[config.mk]
export PLATFORM = sky130hd
export DESIGN_NAME = ldpc_frame_feeder
export DESIGN_NICKNAME = d
export VERILOG_FILES = /design/src/rtl/ldpc_frame_feeder_pkg.sv /design/src/rtl/ldpc_frame_feeder.sv
export SDC_FILE = /design/constraint.sdc
export NUM_CORES = 1
export LEC_CHECK = 0
export ABC_AREA = 1
export CAP_MARGIN = 20
export CELL_PAD_IN_SITES_DETAIL_PLACEMENT = 0
export CELL_PAD_IN_SITES_GLOBAL_PLACEMENT = 1
export CORE_ASPECT_RATIO = 1.1
export CORE_MARGIN = 2
export CORE_UTILIZATION = 40
export CTS_CLUSTER_SIZE = 40
export DETAILED_ROUTE_END_ITERATION = 12
export DONT_BUFFER_PORTS = 1
export PLACE_DENSITY_LB_ADDON = 0.1
export RECOVER_POWER = 25
export SLEW_MARGIN = 15
export SYNTH_ARGS = -nofsm -noshare
export SYNTH_HDL_FRONTEND = slang
export SYNTH_SLANG_ARGS = --single-unit
[constraint.sdc]
create_clock -name clk -period 4.5 [get_ports clk]
set_clock_uncertainty 0.1 [all_clocks]
set_input_delay 0.9 -clock clk [delete_from_list [all_inputs] [get_ports clk]]
set_output_delay 0.9 -clock clk [all_outputs]
set_load 0.005 [all_outputs]
[src/rtl/ldpc_frame_feeder_pkg.sv]
// ldpc_frame_feeder_pkg
//   Shared definitions for the LDPC frame feeder:
//   - CNT_W       : width of the per-frame byte counter
//   - state_t     : feeder FSM state encoding
//   - k_bytes()   : MODCOD -> K (information bytes per BBFRAME, Kldpc/8)
package ldpc_frame_feeder_pkg;

    localparam int CNT_W = 13;

    typedef enum logic [1:0] {
        ST_IDLE   = 2'd0,
        ST_STREAM = 2'd1,
        ST_PAD    = 2'd2,
        ST_GAP    = 2'd3
    } state_t;

    // Unlisted MODCODs (0, 1, 29-31) fall back to the rate 1/4 frame.
    function automatic logic [CNT_W-1:0] k_bytes(input logic [4:0] modcod);
        logic [CNT_W-1:0] k;
        case (modcod)
            5'd2:                          k = 13'd2700;
            5'd3:                          k = 13'd3240;
            5'd4:                          k = 13'd4050;
            5'd5, 5'd12:                   k = 13'd4860;
            5'd6, 5'd13, 5'd18:            k = 13'd5400;
            5'd7, 5'd14, 5'd19, 5'd24:     k = 13'd6075;
            5'd8, 5'd20, 5'd25:            k = 13'd6480;
            5'd9, 5'd15, 5'd21, 5'd26:     k = 13'd6750;
            5'd10, 5'd16, 5'd22, 5'd27:    k = 13'd7200;
            5'd11, 5'd17, 5'd23, 5'd28:    k = 13'd7290;
            default:                       k = 13'd2025;
        endcase
        return k;
    endfunction

endpackage

[src/rtl/ldpc_frame_feeder.sv]
// ldpc_frame_feeder
//   Feeds BBFRAME information bytes into an LDPC encoder. Each frame is
//   exactly K bytes (K chosen by the MODCOD sampled with the SOF byte);
//   a frame cut short by a new SOF is zero-padded to K bytes.
//
// Ports
//   clk, rst_n        clock, async active-low reset
//   s_sof/s_modcod/s_data/s_valid/s_ready   upstream byte stream
//   enc_rdy           encoder idle, waiting for SOF
//   enc_sof/enc_modcod/enc_din/enc_din_valid   encoder-side byte stream
//   busy              frame in progress
//   frame_done        pulse with the K-th byte
//   err_early_sof     pulse when a frame is truncated by a new SOF
//   err_no_sof        pulse when a non-SOF byte is dropped in IDLE
//
// state  | meaning
// -------+-----------------------------------------------------------
// IDLE   | waiting for an SOF byte while the encoder reports ready
// STREAM | forwarding upstream bytes, counting down to K
// PAD    | frame truncated; issuing zero bytes until K are out
// GAP    | frame complete; waiting for enc_rdy to fall and rise again
module ldpc_frame_feeder
    import ldpc_frame_feeder_pkg::*;
(
    input  logic       clk,
    input  logic       rst_n,
    input  logic       s_sof,
    input  logic [4:0] s_modcod,
    input  logic [7:0] s_data,
    input  logic       s_valid,
    output logic       s_ready,
    input  logic       enc_rdy,
    output logic       enc_sof,
    output logic [4:0] enc_modcod,
    output logic [7:0] enc_din,
    output logic       enc_din_valid,
    output logic       busy,
    output logic       frame_done,
    output logic       err_early_sof,
    output logic       err_no_sof
);

    state_t           state_q, state_d;
    logic [CNT_W-1:0] cnt_q, cnt_d;
    logic             seen_low_q, seen_low_d;
    logic             ready_c;

    logic             sof_d, dv_d, busy_d, done_d, early_d, nosof_d;
    logic [7:0]       din_d;
    logic [4:0]       mc_d;

    // Reset gating keeps s_ready low while rst_n is asserted.
    assign s_ready = ready_c & rst_n;

    always_comb begin
        state_d    = state_q;
        cnt_d      = cnt_q;
        seen_low_d = seen_low_q;
        ready_c    = 1'b0;
        sof_d      = 1'b0;
        dv_d       = 1'b0;
        din_d      = enc_din;
        mc_d       = enc_modcod;
        done_d     = 1'b0;
        early_d    = 1'b0;
        nosof_d    = 1'b0;

        case (state_q)
            ST_IDLE: begin
                // An SOF byte is held upstream until the encoder is ready.
                ready_c = ~(s_valid & s_sof & ~enc_rdy);
                if (s_valid && ready_c) begin
                    if (s_sof) begin
                        sof_d      = 1'b1;
                        dv_d       = 1'b1;
                        din_d      = s_data;
                        mc_d       = s_modcod;
                        cnt_d      = k_bytes(s_modcod) - 13'd1;
                        seen_low_d = 1'b0;
                        state_d    = ST_STREAM;
                    end else begin
                        nosof_d = 1'b1;
                    end
                end
            end

            ST_STREAM: begin
                // A new SOF is refused so it can open the next frame later.
                ready_c    = ~(s_valid & s_sof);
                seen_low_d = seen_low_q | ~enc_rdy;
                if (s_valid) begin
                    if (s_sof) begin
                        early_d = 1'b1;
                        state_d = ST_PAD;
                    end else begin
                        dv_d  = 1'b1;
                        din_d = s_data;
                        if (cnt_q != '0) begin
                            cnt_d = cnt_q - 13'd1;
                        end
                        if (cnt_q <= 13'd1) begin
                            done_d  = 1'b1;
                            state_d = ST_GAP;
                        end
                    end
                end
            end

            ST_PAD: begin
                seen_low_d = seen_low_q | ~enc_rdy;
                dv_d       = 1'b1;
                din_d      = 8'h00;
                if (cnt_q != '0) begin
                    cnt_d = cnt_q - 13'd1;
                end
                if (cnt_q <= 13'd1) begin
                    done_d  = 1'b1;
                    state_d = ST_GAP;
                end
            end

            ST_GAP: begin
                // Leave only after the encoder has dropped and re-raised
                // enc_rdy, so a new SOF never lands on a busy encoder.
                if (!enc_rdy) begin
                    seen_low_d = 1'b1;
                end else if (seen_low_q) begin
                    state_d = ST_IDLE;
                end
            end

            default: begin
                state_d = ST_IDLE;
            end
        endcase

        busy_d = (state_d != ST_IDLE);
    end

    always_ff @(posedge clk or negedge rst_n) begin
        if (!rst_n) begin
            state_q       <= ST_IDLE;
            cnt_q         <= '0;
            seen_low_q    <= 1'b0;
            enc_sof       <= 1'b0;
            enc_modcod    <= '0;
            enc_din       <= '0;
            enc_din_valid <= 1'b0;
            busy          <= 1'b0;
            frame_done    <= 1'b0;
            err_early_sof <= 1'b0;
            err_no_sof    <= 1'b0;
        end else begin
            state_q       <= state_d;
            cnt_q         <= cnt_d;
            seen_low_q    <= seen_low_d;
            enc_sof       <= sof_d;
            enc_modcod    <= mc_d;
            enc_din       <= din_d;
            enc_din_valid <= dv_d;
            busy          <= busy_d;
            frame_done    <= done_d;
            err_early_sof <= early_d;
            err_no_sof    <= nosof_d;
        end
    end

endmodule

==> impl_results.md <==
* First-pass DRT Iterations at 4
* Vias per cell at approximately 5.2
* CP max stage delay at approximately 260 ps
* # rows at 32
* Most common cell after layout, fill and taps aside: nand2_1
* Cell Count, Final, Fillers Out at around 500
* CP Launch Point: s_modcod[1]
* Hold Path Class: in2async
* Largest net degree at the start of global routing at 37
* Critical path class: in2reg
* Worst-path clk slew at 70 ps
* Crit path to: cnt_q[6]
* Fill count at 757
* Diode count at 0
* P per Cell Area at ~570 nW/µm²
* Worst R2R Setup Slack at approximately 2000 ps
* Yosys warnings at 0
* Post-DP HPWL at approximately 5600 µm
* Worst Reg-to-Reg Cells at 7
* CTS tree: yes
* EDFF count, synth at 0
* Maximum clock insertion buffer count at 2
* Worst-skew pair later-pin latency at about 290 ps
* FF+latch count, synth at 35
* Clock Sinks at 35
* Port Buffers at 0
* Pleak at between 1 and 1.5 nW
* Status: completed
* Wire per inst at 14.4 µm
* Initial DRC Count at 163
* Reg-to-reg endpoint: cnt_q[9]
* Max-Cap Viols at 0
* Startpoint types: input port
* Period utilisation layout at 56.7%
* Full die area at 7900 µm²
* Total grt overflow at 0
* Setup repair bufs after CTS at 0
* Vias at 2626
* Peak VDD IR at about 0.20 mV
* RSZ-0062 raised after global routing: no
* Worst Path Max Fanout at 7
* Slowest CP cell: ha_1
* First-pass GRT wire length at roughly 12000 µm
* Register area at 876 µm²
* Unique masters post-synth at 38
* Final Hold Viols at 0
* Synth Instances at about 420
* Final antenna-violating net count at 0
* # hold bufs at CTS at 0
* Initial antenna violation count at 0
* Slew @ Worst Pin at about 540 ps
* Crit-path most repeated cell: inv_1
* Layout area overhead at 4.47%
* Most frequent cells in the layout: nand2_1 (115), nand3_1 (46), nor2_1 (42)
* Vias in the first global route at roughly 2600
* Arrival time worst endpoint at roughly 2600 ps
* Final WL at around 7200 µm
* Clock root buffer: clkbuf_8
* Initial core utilization at about 41%
* CTS resizes at 0
* TritonCTS Buffers at 5
* Proportion of layout cells with a drive suffix above 1 at a little over a tenth
* Syn_area_per_cell at slightly below 7 µm²
* # H-tree levels at 2
* Placed cells at a little under 500
* Die Y at approximately 93 µm
* Worst path required time at about 4600 ps
* Synthesized Nets at roughly 460
* Die X at between 80 and 90 µm
* NumNets Final at roughly 450
* IO Count at 38
* Critical R2R Launch: state_q[0]
* Crit path capture type: register
* Max Fclk at between 300 and 400 MHz
* Max Slew Vio Count at 0
* Post-Syn Area at around 2900 µm²
* Crit-path cells: inv_1, ha_1, inv_1, nand2_4, nand2_1, nor2_2, nor2_1, inv_1, nand2_1, inv_1, ha_1, nand3_2, nor2_4, nor2_1, o21ai_1, o21ai_0
* Post-synth ARST share at 100%
* Drt drc at 0
* Multi-input logic area at approximately 1700 µm²
* Fin crit period at roughly 2600 ps
* Setup_tns at 0 ps
* Final setup viols at 0
* Top FF cell, synth: dfrtp_1
* Total GRT Usage at 19.5%
* Post-synthesis sequential area ratio at 30.4%
* Core Area at roughly 7000 µm²
* Final Wtd Congestion at approximately 0.89
* Worst relative slew slack at between 60% and 70%
==> layout make-up <==
class	count	area share, %
tap	85	3.53
inverter	46	5.98
sequential	35	29.1
clock buffer	6	2.41
clock inverter	2	1.99
multi-input combinational	329	57.0
==> Yosys cell counts, types with 4 or more instances <==
master | count | area share [%]
nand2_1 | 115 | 15
nand3_1 | 46 | 8.0
nor2_1 | 42 | 5.5
inv_1 | 37 | 4.8
dfrtp_1 | 35 | 30
o21ai_0 | 33 | 5.7
a21oi_1 | 20 | 3.5
ha_1 | 17 | 7.4
nand2_2 | 12 | 2.6
buf_2 | 5 | 0.87
o21ai_1 | 5 | 0.87
a31oi_1 | 4 | 0.87
inv_2 | 4 | 0.52
nand3_2 | 4 | 1.4
==> logic make-up after synthesis <==
family | share of synthesized area (%)
adders and majority gates | 7.38
DFF | 30.4
AOI/OAI and AO/OA | 14.4
and+or+nand+nor | 37.2
xor gates and xnor gates | 0.608
buffers and inverters | 10.1
==> critical path: cells and delay by family <==
kind / cells / cell delay, ps
and+or+nand+nor: 8 / 620
adders and majority gates: 2 / 470
buffers and inverters: 4 / 430
AOI/OAI and AO/OA: 2 / 200
==> state kept, by name, indices dropped and copies added, names as in the netlist <==
signal and count:
cnt_q 13, enc_din 8, enc_modcod 5, state_q 2
busy 1, enc_din_valid 1, enc_sof 1, err_early_sof 1
err_no_sof 1, frame_done 1, seen_low_q 1
==> report_power, final <==
part           internal (mW)  switching [mW]
logic                  0.267           0.531
registers              0.462           0.120
clock network          0.222           0.116
total                  0.950           0.768
==> metal layers <==
metal / track usage [%] / up-vias / share of wire, %
met5: 0 / - / 0
met4: 8.99 / 0 / 3.5
met3: 3.00 / 16 / 4.2
met2: 33.3 / 68 / 50
met1: 24.1 / 1179 / 43
li1: - / 1363 / -
==> how the worst min path moves through the flow <==
stage                     from    endpoint  slack [ps]  cells past startpoint
floorplan           enc_din[0]  enc_din[0]         380                      2
global placement    enc_din[3]  enc_din[3]         390                      2
detailed placement  enc_din[3]  enc_din[3]         400                      2
CTS                      rst_n  enc_din[0]         190                      0
global route             rst_n  seen_low_q         180                      0
finish                   rst_n  enc_din[0]         200                      0
==> through the flow <==
| stage | hold slack (ps) | power [mW] | cell area [µm²] | util [%] | setup slack, ps |
|---|---|---|---|---|---|
| 2_1_floorplan | 376 | 1.21 | 2880 | - | 1870 |
| 3_5_place_dp | 403 | 1.39 | 2880 | 41.1 | 1630 |
| 3_3_place_gp | 394 | 1.38 | 2880 | 41.1 | 1680 |
| 6_report | 199 | 1.72 | 3010 | 43.0 | 1950 |
| 4_1_cts | 194 | 1.73 | 3010 | 43.0 | 1940 |
| 5_1_grt | 178 | 1.89 | 3010 | 43.0 | 1690 |
No activity file was read; power rests on OpenSTA's default activity.
==> patch 1, RTL diff (config.mk and constraints unchanged) <==
Set the package constant `CNT_W` to 17 (it was 13).
--- a/src/rtl/ldpc_frame_feeder_pkg.sv
+++ b/src/rtl/ldpc_frame_feeder_pkg.sv
@@ -5,7 +5,7 @@
 //   - k_bytes()   : MODCOD -> K (information bytes per BBFRAME, Kldpc/8)
 package ldpc_frame_feeder_pkg;
 
-    localparam int CNT_W = 13;
+    localparam int CNT_W = 17;
 
     typedef enum logic [1:0] {
         ST_IDLE   = 2'd0,
Formal check against the unedited RTL: no difference found for any inputs over 10 cycles, from zero or initial values and one cycle with rst_n low; that may be too few to reach the edited logic, so the function may still have changed.
==> patch 1 against the original RTL <==
  * First-iteration DRC count shrank 32%
  * Hold slack got worse by 0.014 ns
  * Sequential cell count is 4 higher
  * Final area up 7.6%
  * Wire length increased by 9.1%
  * Synthesized area increased by 8.0%
  * Power grew 6.0%
  * Setup slack lost 0.076 ns
  * Synthesized cell count increased by 9.0%
==> patch 1: results (changes against the original RTL) <==
stage,metric,value,unit,change
routing,Via-to-Cell Ratio,5.15,,-1.3%
routing,WL per Instance,14.1,um,-2.0%
synthesis,Synth Net Count,496,,+8.3%
global_routing,vias in the first global route,2717,,+5.5%
setup_path,Crit-path slowest cell,dfrtp_1,,
routing,Pre-Repair DR Iteration Count,5,,+1
finish,Nets,489,,+8.2%
outcome,status,finished clean,,
routing,Iteration-0 DRC Markers,111,,-32%
setup_path,crit path DAT,1.63,ns,-0.99 ns
synthesis,Netlist cell types,37,,-2.6%
placed_design,RePlAce Congestion,0.859,,-3.2%
timing,Least-Margin Pin Slew,0.706,ns,+0.169 ns
finish,layout cell share with drive strength beyond 1,6.37,%,-4.2 points
setup_path,Worst path top cell family by delay,flip-flops,,
placed_design,cell total after placement,552,,+12%
power_and_ir_drop,Peak VDD IR,233,uV,+14%
synthesis,commonest cells in the netlist,"nand2_1, nand3_1, inv_1",,
placed_design,Placed Area,3120,um2,+8.4%
synthesis,Post-Synthesis Cells,461,,+9.0%
global_routing,Total GRT Usage,19.7,%,+0.18 points
setup_path,R2R Path Start,state_q[1]$_DFF_PN0_,,
synthesis,"top cells by area, synth","dfrtp_1, nand2_1, nand3_1",,
setup_path,slowest cell delay on critical path,0.44,ns,+0.18 ns
global_routing,largest net degree at the start of global routing,41,,+11%
finish,biggest regs,"cnt_q x17, enc_din x8, enc_modcod x5",,
global_routing,first-pass GRT wire length,13100,um,+5.1%
clock_network,"Clk pin slew, worst setup/hold paths",0.09,ns,+0.02 ns
routing,Vias,2886,,+9.9%
## patch 1: path summary, 6_finish.rpt
check,cells after the start,slack (ns),endpoint
setup / recovery,6,1.87,s_ready
hold / removal,0,0.18,cnt_q[15]$_DFFE_PN0P_
setup reg to reg,9,2.03,cnt_q[4]$_DFFE_PN0P_
hold reg to reg,2,0.41,enc_modcod[2]$_DFFE_PN0P_
max in group asynchronous,0,4.02,cnt_q[10]$_DFFE_PN0P_
min in group clk,2,0.41,enc_modcod[2]$_DFFE_PN0P_
## patch 1: layer usage
metal / global-route usage [%] / up-vias / share of wire [%]
met3: 3.14 / 6 / 4.0
met1: 25.1 / 1335 / 46
li1: - / 1484 / -
met4: 4.67 / 0 / 1.0
met2: 35.0 / 61 / 49
met5: 0 / - / 0
## patch 1: cells by family (layout without fill, tap and decap cells)
logic type	count (synthesis)	in the layout	share of synthesized area (%)
buffers and inverters	75	69	11.4
and+or+nand+nor	238	238	32.7
xor gates and xnor gates	4	4	1.13
DFF	39	39	31.4
adders and majority gates	17	17	6.83
AOI/OAI and AO/OA	88	88	16.6
## patch 1: where the power goes
part / internal, mW / leakage (nW) / switching [mW]
logic: 0.286 / 1.03 / 0.610
registers: 0.494 / 0.489 / 0.115
clock network: 0.182 / 0.0618 / 0.133
## patch 1: through the flow
step                      util (%)  setup slack (ns)
after floorplan                  -              1.89
after CTS                     43.1              1.86
after global routing          43.1              1.58
final                         43.1              1.87
after global placement        41.5              1.66
after detailed placement      41.5              1.60
## patch 1: final cells by class
cell class	count	area [um2]	share of cell area [%]
Tap cell	105	131	4.05
Multi-Input combinational cell	347	1780	55.0
Clock buffer	6	82.6	2.55
Sequential cell	39	976	30.1
Clock inverter	2	38.8	1.20
Inverter	61	231	7.14
==> patch 2, RTL diff (same flow settings) <==
Made on the original files. Reset style: synchronous (`rst_n`), changed in one clocked block. Comments in the files are not updated.
--- a/src/rtl/ldpc_frame_feeder.sv
+++ b/src/rtl/ldpc_frame_feeder.sv
@@ -137,7 +137,7 @@
         busy_d = (state_d != ST_IDLE);
     end
 
-    always_ff @(posedge clk or negedge rst_n) begin
+    always_ff @(posedge clk) begin
         if (!rst_n) begin
             state_q       <= ST_IDLE;
             cnt_q         <= '0;
Behaviour: differs if rst_n is asserted again (counterexample within 4 cycles, from zero or initial values and one cycle with rst_n low); with rst_n held inactive, the same outputs for 10 cycles.
==> patch 2 against the original RTL <==
  * Sequential cell count unchanged
  * Setup slack worse by 0.22 ns
  * Synthesized area down 2.0%
  * Wire length up 4.8%
  * Final area down 3.0%
  * Synthesized cell count up 4.0%
  * Largest cell class unchanged
Power is not compared: it rests on default switching activity, and its combinational part moved more than twofold at a synthesized area within 25%.
==> patch 2: results (changes against the original RTL) <==
stage,metric,value,unit,change
synthesis,Post-Synthesis Cells,440,,+4.0%
placed_design,DP HPWL,5730,um,+2.9%
setup_path,worst r2r path cells,11,,+4
setup_path,Reg-to-Reg End,cnt_q[12]$_SDFFE_PN0P_,,
clock_network,CTS buffer count,5,,unchanged
routing,Pre-Repair DR Iteration Count,5,,+1
clock_network,setup bufs post-CTS,0,,unchanged
clock_network,clk buf depth,2,,unchanged
placed_design,cell total after placement,508,,+2.6%
routing,WL per Instance,14.7,um,+2.2%
synthesis,Synth Net Count,474,,+3.5%
setup_path,crit path DAT,2.83,ns,+0.21 ns
outcome,status,finished clean,,
global_routing,largest net degree at the start of global routing,23,,-38%
setup_path,"Max FO, Critical Path",9,,+2
finish,biggest regs,"cnt_q x13, enc_din x8, enc_modcod x5",,
synthesis,"Warnings, synthesis",0,,unchanged
synthesis,sequential area share after synthesis,24.8,%,-5.6 points
setup_path,worst setup path end,cnt_q[8]$_SDFFE_PN0P_,,
finish,layout cell share with drive strength beyond 1,11.8,%,+1.3 points
finish,fin cells,516,,+2.6%
setup_path,R2R Path Start,state_q[1]$_SDFF_PN0_,,
clock_network,"Clk pin slew, worst setup/hold paths",0.07,ns,about the same
setup_path,Setup crit start,s_modcod[1],,
global_routing,antenna violations before repair,0,,unchanged
finish,fill count,746,,-1.5%
synthesis,"top cells by area, synth","dfxtp_1, nand2_1, nand3_1",,
finish,Nets,464,,+2.7%
clock_network,worst skew pair latency,0.29,ns,about the same
placed_design,port bufs,0,,unchanged
global_routing,first-pass GRT wire length,12500,um,+0.33%
routing,Via-to-Cell Ratio,5.41,,+3.6%
finish,Antenna diodes,0,,unchanged
clock_network,CTS root buffer,clkbuf_8,,
global_routing,vias in the first global route,2623,,+1.9%
timing,Max Clk Rate,0.361,GHz,-7.9%
global_routing,Total GRT Usage,19.9,%,+0.39 points
synthesis,share of flip-flops with an asynchronous set or reset,0,%,-100 points
placed_design,Placed Area,2810,um2,-2.5%
hold_path,worst min-delay path class,reg2reg,,
clock_network,cts repair resizes,0,,unchanged
finish,multi-input logic area,1800,um2,+5.0%
power_and_ir_drop,Pint,0.566,mW,
placed_design,RePlAce Congestion,0.882,,-0.70%
power_and_ir_drop,Peak VDD IR,147,uV,
power_and_ir_drop,leakage,1.36,nW,
synthesis,commonest cells in the netlist,"nand2_1, nand3_1, inv_1",,
hold_path,Worst Min Path Start,enc_din[1]$_SDFFE_PN0P_,,
clock_network,H-tree depth reported by CTS,2,,unchanged
timing,Least-Margin Pin Slew,0.584,ns,+0.0470 ns
routing,Iteration-0 DRC Markers,220,,+35%
placed_design,Placement Setup Slack,1.42,ns,-0.208 ns
setup_path,FF-to-FF setup slack,1.83,ns,-0.18 ns
synthesis,Netlist cell types,40,,+5.3%
[patch 2: changes by cell type in the layout (fill, tap and decap cells not counted), moves of 3 or more]
cell / before / now
dfxtp_1: 0 / 35
a31oi_1: 4 / 1
nor2_2: 3 / 7
a21oi_1: 20 / 36
dfrtp_1: 35 / 0
nand2_1: 115 / 96
inv_1: 37 / 43
nor2_1: 42 / 35
o21ai_0: 33 / 29
nand3_1: 46 / 64
[patch 2: area by class of cell]
cell class / count / share of cell area, %
clock buffers: 5 / 2.36
clock inverters: 3 / 1.50
inverters: 50 / 6.77
multi-input cells: 338 / 61.7
flip-flops and latches: 35 / 24.0
well taps: 85 / 3.64
[patch 2: cells by family after synthesis]
| group | share of synthesized area (%) |
|---|---|
| AOI/OAI and AO/OA | 17.1 |
| adders and majority gates | 7.09 |
| buffers and inverters | 11.4 |
| DFF | 24.8 |
| and+or+nand+nor | 38.8 |
| xor gates and xnor gates | 0.930 |
[patch 2: how the worst min path moves through the flow]
stage | endpoint | slack [ns] | depth (start not counted)
3_3_place_gp | enc_din[0]$_SDFFE_PN0P_ | 0.37 | 2
6_report | enc_din[1]$_SDFFE_PN0P_ | 0.38 | 2
2_1_floorplan | enc_din[0]$_SDFFE_PN0P_ | 0.36 | 2
5_1_grt | enc_din[5]$_SDFFE_PN0P_ | 0.41 | 2
4_1_cts | enc_din[1]$_SDFFE_PN0P_ | 0.39 | 2
3_5_place_dp | enc_din[0]$_SDFFE_PN0P_ | 0.38 | 2
[patch 2: layer usage]
layer / global-route usage [%] / vias up / part of all wire, %
met5: 0 / - / 0
met4: 6.99 / 0 / 2.3
met3: 4.32 / 13 / 4.7
met2: 35.9 / 81 / 50
met1: 23.0 / 1277 / 43
li1: - / 1421 / -
[patch 2: critical path, stage by stage]
cell and delay (ns):
inv_1 0.25, ha_1 0.29, inv_1 0.07, nand2_1 0.07
nand2_1 0.06, nor2_2 0.09, nor2_2 0.06, a21oi_4 0.17
ha_1 0.23, nand3_1 0.15, nor2_1 0.17, nand2_1 0.07
nand2_1 0.05, nand3_1 0.06, nand2_1 0.09, a21oi_2 0.05
[patch 2: power groups by stage]
stage               Combinational [mW]  Sequential, mW  Clock [mW]
floorplan                        0.197           0.341           0
global placement                 0.233           0.344           0
detailed placement               0.231           0.344           0
CTS                              0.232           0.337       0.298
global route                     0.265           0.339       0.305
finish                           0.233           0.337       0.288
